==> src/rtl/dm_arbiter.sv <==
// dm_arbiter: shares a single-port data memory between the CPU MEM stage (port 0)
// and a debug/DMA loader (port 1). Owner-based round-robin with optional locked
// bursts capped at MAX_BURST granted cycles while the other port waits.
module dm_arbiter #(
  parameter int unsigned MAX_BURST = 4,
  parameter int unsigned CNT_W     = 3
) (
  input  logic        CLK,
  input  logic        Reset,
  // port 0: CPU MEM stage
  input  logic        req0,
  input  logic        lock0,
  input  logic        we0,
  input  logic [31:0] addr0,
  input  logic [31:0] wd0,
  input  logic [31:0] pc0,
  // port 1: debug/DMA loader
  input  logic        req1,
  input  logic        lock1,
  input  logic        we1,
  input  logic [31:0] addr1,
  input  logic [31:0] wd1,
  // grants and pipeline stall
  output logic        gnt0,
  output logic        gnt1,
  output logic        stall0,
  output logic [31:0] rdata,
  // data memory side
  output logic        dm_we,
  output logic [31:0] dm_addr,
  output logic [31:0] dm_wd,
  output logic [31:0] dm_pc,
  input  logic [31:0] dm_rd
);

  typedef enum logic [1:0] {StIdle, StOwn0, StOwn1} state_e;

  localparam logic [CNT_W-1:0] BcntMax = CNT_W'(MAX_BURST - 1);

  state_e           state_q, state_d;
  logic             last_q, last_d;  // 1: port 1 owned last, so port 0 wins a tie
  logic [CNT_W-1:0] bcnt_q, bcnt_d;

  logic own_req, oth_req, own_lock, rel_own;

  // Grants come straight from registered ownership; reset suppresses any access.
  always_comb begin
    gnt0   = (state_q == StOwn0) & req0 & ~Reset;
    gnt1   = (state_q == StOwn1) & req1 & ~Reset;
    stall0 = req0 & ~gnt0;
    dm_we  = (gnt0 & we0) | (gnt1 & we1);
    rdata  = dm_rd;
  end

  // Memory address/data/PC follow the owner; quiet zeros when idle.
  always_comb begin
    dm_addr = 32'h0;
    dm_wd   = 32'h0;
    dm_pc   = 32'h0;
    case (state_q)
      StOwn0: begin
        dm_addr = addr0;
        dm_wd   = wd0;
        dm_pc   = pc0;
      end
      StOwn1: begin
        dm_addr = addr1;
        dm_wd   = wd1;
      end
      default: ;
    endcase
  end

  // Next ownership, last owner and burst count.
  always_comb begin
    state_d  = state_q;
    last_d   = last_q;
    bcnt_d   = bcnt_q;
    own_req  = (state_q == StOwn1) ? req1  : req0;
    oth_req  = (state_q == StOwn1) ? req0  : req1;
    own_lock = (state_q == StOwn1) ? lock1 : lock0;
    // Owner gives up the bus when done, when unlocked and contended, or when its
    // locked burst has hit the fairness cap with the other port waiting.
    rel_own  = ~own_req | (oth_req & (~own_lock | (bcnt_q == BcntMax)));

    case (state_q)
      StIdle: begin
        bcnt_d = '0;
        if (req0 & req1) begin
          state_d = last_q ? StOwn0 : StOwn1;
          last_d  = ~last_q;
        end else if (req0) begin
          state_d = StOwn0;
          last_d  = 1'b0;
        end else if (req1) begin
          state_d = StOwn1;
          last_d  = 1'b1;
        end
      end
      StOwn0, StOwn1: begin
        if (rel_own) begin
          bcnt_d = '0;
          if (oth_req) begin
            state_d = (state_q == StOwn0) ? StOwn1 : StOwn0;
            last_d  = (state_q == StOwn0);
          end else if (!own_req) begin
            state_d = StIdle;
          end
        end else if (own_req && (bcnt_q != BcntMax)) begin
          bcnt_d = bcnt_q + 1'b1;
        end
      end
      default: state_d = StIdle;
    endcase
  end

  // State registers with synchronous reset; port 0 wins the first tie.
  always_ff @(posedge CLK) begin
    if (Reset) begin
      state_q <= StIdle;
      last_q  <= 1'b1;
      bcnt_q  <= '0;
    end else begin
      state_q <= state_d;
      last_q  <= last_d;
      bcnt_q  <= bcnt_d;
    end
  end

endmodule
==> config.mk <==
export PLATFORM = sky130hd
export DESIGN_NAME = dm_arbiter
export DESIGN_NICKNAME = d
export VERILOG_FILES = /design/src/rtl/dm_arbiter.sv
export SDC_FILE = /design/constraint.sdc
export NUM_CORES = 1
export LEC_CHECK = 0
export BUFFER_PORTS_ARGS = -buffer_cell sky130_fd_sc_hd__buf_2
export CORE_AREA = 3 3 130 132
export DETAILED_ROUTE_END_ITERATION = 10
export DIE_AREA = 0 0 133 135
export PLACE_DENSITY = 0.39
export SYNTH_ARGS = -nofsm -noshare
export SYNTH_HDL_FRONTEND = slang
export SYNTH_SLANG_ARGS = --single-unit
==> constraint.sdc <==
create_clock -name CLK -period 2.25 [get_ports CLK]
set_input_delay 0.1125 -clock CLK [delete_from_list [all_inputs] [get_ports CLK]]
set_output_delay 0.1125 -clock CLK [all_outputs]
set_load 0.03 [all_outputs]
; ---- Yosys cells after proc, flatten, opt, wreduce, memory -nomap -nowiden
; Index checks and enable logic that the tools add are counted.
[word_totals]
register_bits = 6
input_bits = 200
output_inout_bits = 132
[op_classes]
add_sub_neg = 1
eq_ne = 9
n_mux = 24
bitwise_logic = 17
reduce_logical = 7
[ops]
columns = operator, n
row1 = $pmux W32 S2, 2
row2 = $mux W32, 1
row3 = $mux W2, 8
row4 = $and A1 B1 Y1, 9
row5 = $mux W1, 8
row6 = $mux W3, 2
row7 = $ne A3 B3 Y1 const B, 2
row8 = $pmux W3 S2, 1
row9 = $not A1 Y1, 5
row10 = $ne A2 B2 Y1 const B, 2
row11 = $ne A4 B4 Y1 const B, 1
row12 = $pmux W2 S2, 1
row13 = $reduce_and A4 Y1, 1
row14 = $add A3 B1 Y3 const B, 1
row15 = $eq A3 B2 Y1 const B, 1
row16 = $ne A3 B2 Y1 const B, 1
row17 = $or A1 B1 Y1, 3
row18 = $reduce_and A3 Y1, 1
row19 = $eq A2 B1 Y1 const B, 1
row20 = $eq A2 B2 Y1 const B, 1
row21 = $logic_not A2 Y1, 1
row22 = $pmux W1 S2, 1
row23 = $reduce_and A2 Y1, 1
row24 = $reduce_bool A2 Y1, 1
row25 = 2 further kinds, 2

; ---- Logic depth before layout (Yosys ltp)
[logic_depth]
word_depth = 8
depth_mapped = 7

; ---- Worst setup path after synthesis
; OpenSTA, ideal clock, no wires.
[synth_path]
path_kind = register -> output
startpoint = reg state_q[0]
endpoint = out dm_addr[0]
arrival_time_ns = 1.679
t_required_ns = 2.138
slack_ns = 0.458
stages_incl_launch_ff = 8
cell_sequence = dfxtp_1 > inv_1 > ha_1 > clkbuf_8 > and2_2 > buf_2 > buf_2 > a22o_1
[synth_between]
elab_chain_cells = 2
[synth_lines]
columns = item, line_no
row1 = "start, declared", 40  ; state_e state_q, state_d;
row2 = "start signal, assigned", 120  ; state_q <= StIdle;
row3 = "start signal, assigned", 124  ; state_q <= state_d;
row4 = $eq A2 B2 Y1 / $eq A2 B1 Y1 (equally long branches), 60  ; case (state_q)
row5 = $pmux W32 S2 (*), 60
row6 = "end, declared", 30  ; output logic [31:0] dm_addr,
; Mark *: on every way between the ends. The rest lies on a longest branch, timed or not.

; ---- Final worst setup path
[layout_path]
startpoint = reg state_q[0]
endpoint = out dm_addr[7]
; The elaborated chain is that of the path after synthesis.

==> results.tsv <==
stage	metric	value	unit
synth	asr flop ratio synth	0	
synth	top_reg_cell synth	dfxtp_1	
critical_path	Worst EP required	2.14	ns
clock_network	CTS Sinks	6	
clock_network	H-Tree Depth	1	
sta	final hold viol count	0	
power	Power Total	2.31	mW
sta	RSZ-0062 raised after global routing	false	
critical_path	max incr delay on CP	0.41	ns
clock_network	cts repair resizes	0	
synth	Synth Cell Area	0.00168	mm2
critical_path	CP top delay family	buffers and inverters	
placed_design	Placer Congestion	0.772	
synth	Synth Area per Inst	7.79	um2
clock_network	clock buffer depth	2	
sta	Fin Clk Skew	0.00146	ns
critical_path	crit path launch type	register	
synth	Seq/Total Area, Yosys	0.0717	
sta	slew margin rel.	0.642	
floorplanning	initial core utilization	0.106	
global_route	vias in the first global route	2487	
synth	Synthesized Nets	421	
status	status	finished clean	
critical_path	CP endpoint kind	output port	
final_layout	Filler Cell Count	1796	
global_route	largest net degree at the start of global routing	65	
global_route	initial antenna violation count	3	
critical_path	WP buf/inv	3	
clock_network	Clk pin slew, worst setup/hold paths	0.03	ns
detailed_routing	drt first pass iters	4	
global_route	Congestion Overflow GR	0	
global_route	GRT Total Usage	0.0936	
placed_design	placed insts	649	
placed_design	hpwl dp	8.22	mm
synth	post-synthesis cell count	215	
final_layout	most common cell after layout, fill and taps aside	buf_2	
critical_path	R2R Setup Slk	0.25	ns
placed_design	Post-DP Area	0.00298	mm2
placed_design	Setup Slack @ Placement	0.239	ns
global_route	first-pass GRT wire length	13.7	mm
clock_network	clock root buffer	clkbuf_16	
detailed_routing	wirelength, routed	10.3	mm
clock_network	cts hold-fix bufs	0	
final_layout	Final #Nets	646	
detailed_routing	Vias	2484	
flow_run	Max Cap Viol	0	
worst_hold_path	worst hold path type	primary input to register	
clock_network	Post-CTS Setup Inserts	0	
final_layout	layout cells sized above 1	0.655	
floorplanning	Row Count	46	
sta	final setup fails	0	
final_layout	Layout Cells excl Fill	657	
power	pwr dens	743	mW/mm2
critical_path	CP Cell Sequence	inv_1, ha_2, and2_2, buf_12, a22o_1, buf_2	
floorplanning	core area	0.0158	mm2
critical_path	Arrival @ worst endpoint	2.03	ns
floorplanning	die area	0.0180	mm2
sta	Final Max Slew Viols	0	
final_layout	fin area	0.00311	mm2
synth	Yosys warnings	0	
floorplanning	num ports	332	
power	maximum VDD drop	0.000376	V
placed_design	Port-buffer cells	267	
synth	Synth cell types	37	
synth	Post-synth EDFFs	0	
sta	final worst path period share	0.950	
critical_path	CP max FO	32	
power	Static Leak	1.82	nW
detailed_routing	iteration-0 DRC count of the detailed router	109	
sta	FMAX	0.468	GHz
detailed_routing	post-route ant nets	0	
clock_network	Num CTS Buffers	3	
final_layout	final core utilization	0.197	
sta	final setup margin	0.112	ns
final_layout	most frequent cells in the layout	buf_2 (267), a22o_1 (65), and2_1 (32)	
synth	Synth area leaders	a22o_1 (34%), buf_4 (15%), and2_1 (12%), dfxtp_1 (7.2%), ha_1 (4.5%)	
synth	leading area contributor after synthesis	a22o_1	
floorplanning	Die H	135	um
detailed_routing	WL/cell	15.6	um
sta	minimum clock period	2.14	ns
sta	hold slack	0.218	ns
detailed_routing	Via density	3.78	
detailed_routing	DRC violations left	0	
synth	Synth Register Bits	6	
floorplanning	chip width	133	um
sta	Sum Neg Setup Slack	0	ns
clock_network	CTS tree	built	
clock_network	Clk Latency, worst-skew pair	0.23	ns
sta	Worst-Margin Slew	0.537	ns
critical_path	CP max stage cell	ha_2	
synth	Synth top area share	0.340	
final_layout	P&R area growth vs syn	85.8	%
critical_path	Setup CP Type	register to output port	
-- final timing paths --
path / startpoint / endpoint / cells past startpoint
setup / recovery: state_q[0] / dm_addr[7] / 6
hold / removal: Reset / state_q[1] / 2
setup reg to reg: state_q[0] / state_q[1] / 7
hold reg to reg: bcnt_q[2] / bcnt_q[2] / 2
-- layout make-up --
cell class | instances | area [um2] | area share
diodes | 3 | 7.51 | 0.00241
clock buffers | 3 | 75.1 | 0.0241
inverters | 5 | 18.8 | 0.00603
multi-input cells | 151 | 1180 | 0.379
flip-flops and latches | 6 | 120 | 0.0386
well taps | 216 | 270 | 0.0868
repair buffers | 273 | 1440 | 0.463
-- power breakdown --
part / leakage (nW) / switching [mW] / internal, mW
clock network: 0.0370 / 0.0637 / 0.228
logic: 1.74 / 1.20 / 0.674
registers: 0.0490 / 0.0182 / 0.129
total: 1.82 / 1.28 / 1.03
-- Yosys cell counts (all sizes together), types with 2 or more instances --
master   n
nor3b    2
nand2    6
nand3    3
o21ai    2
inv      5
nor2     5
nand2b   3
ha       6
nor3     2
a211oi   2
a22o    65
mux2i    6
clkbuf   7
dfxtp    6
a21oi    2
and2    34
buf     46
-- cells by family (layout without fill, tap and decap cells) --
| kind of cell | count (synthesis) | in the layout | synth area share |
|---|---|---|---|
| other | 0 | 3 | 0 |
| flip-flops | 6 | 6 | 0.0717 |
| AO/OA/AOI/OAI | 79 | 79 | 0.405 |
| AND/OR/NAND/NOR | 60 | 60 | 0.217 |
| adder cells (fa/ha/maj) | 6 | 6 | 0.0448 |
| multiplexers | 6 | 6 | 0.0358 |
| buffers and inverters | 58 | 281 | 0.226 |
-- sequential cells by signal, indices dropped and copies added (netlist names) --
signal and count:
last_q 1, bcnt_q 3, state_q 2
-- routing by layer --
metal / up-vias / GRT usage / routed length, um / part of all wire
li1: 1213 / - / - / -
met4: 0 / 0.0260 / 127 / 0.012
met5: - / 0 / 0 / 0
met3: 19 / 0.0283 / 768 / 0.075
met1: 1137 / 0.115 / 4330 / 0.42
met2: 115 / 0.159 / 5060 / 0.49
Note: power is estimated with default switching activity, not from simulation.
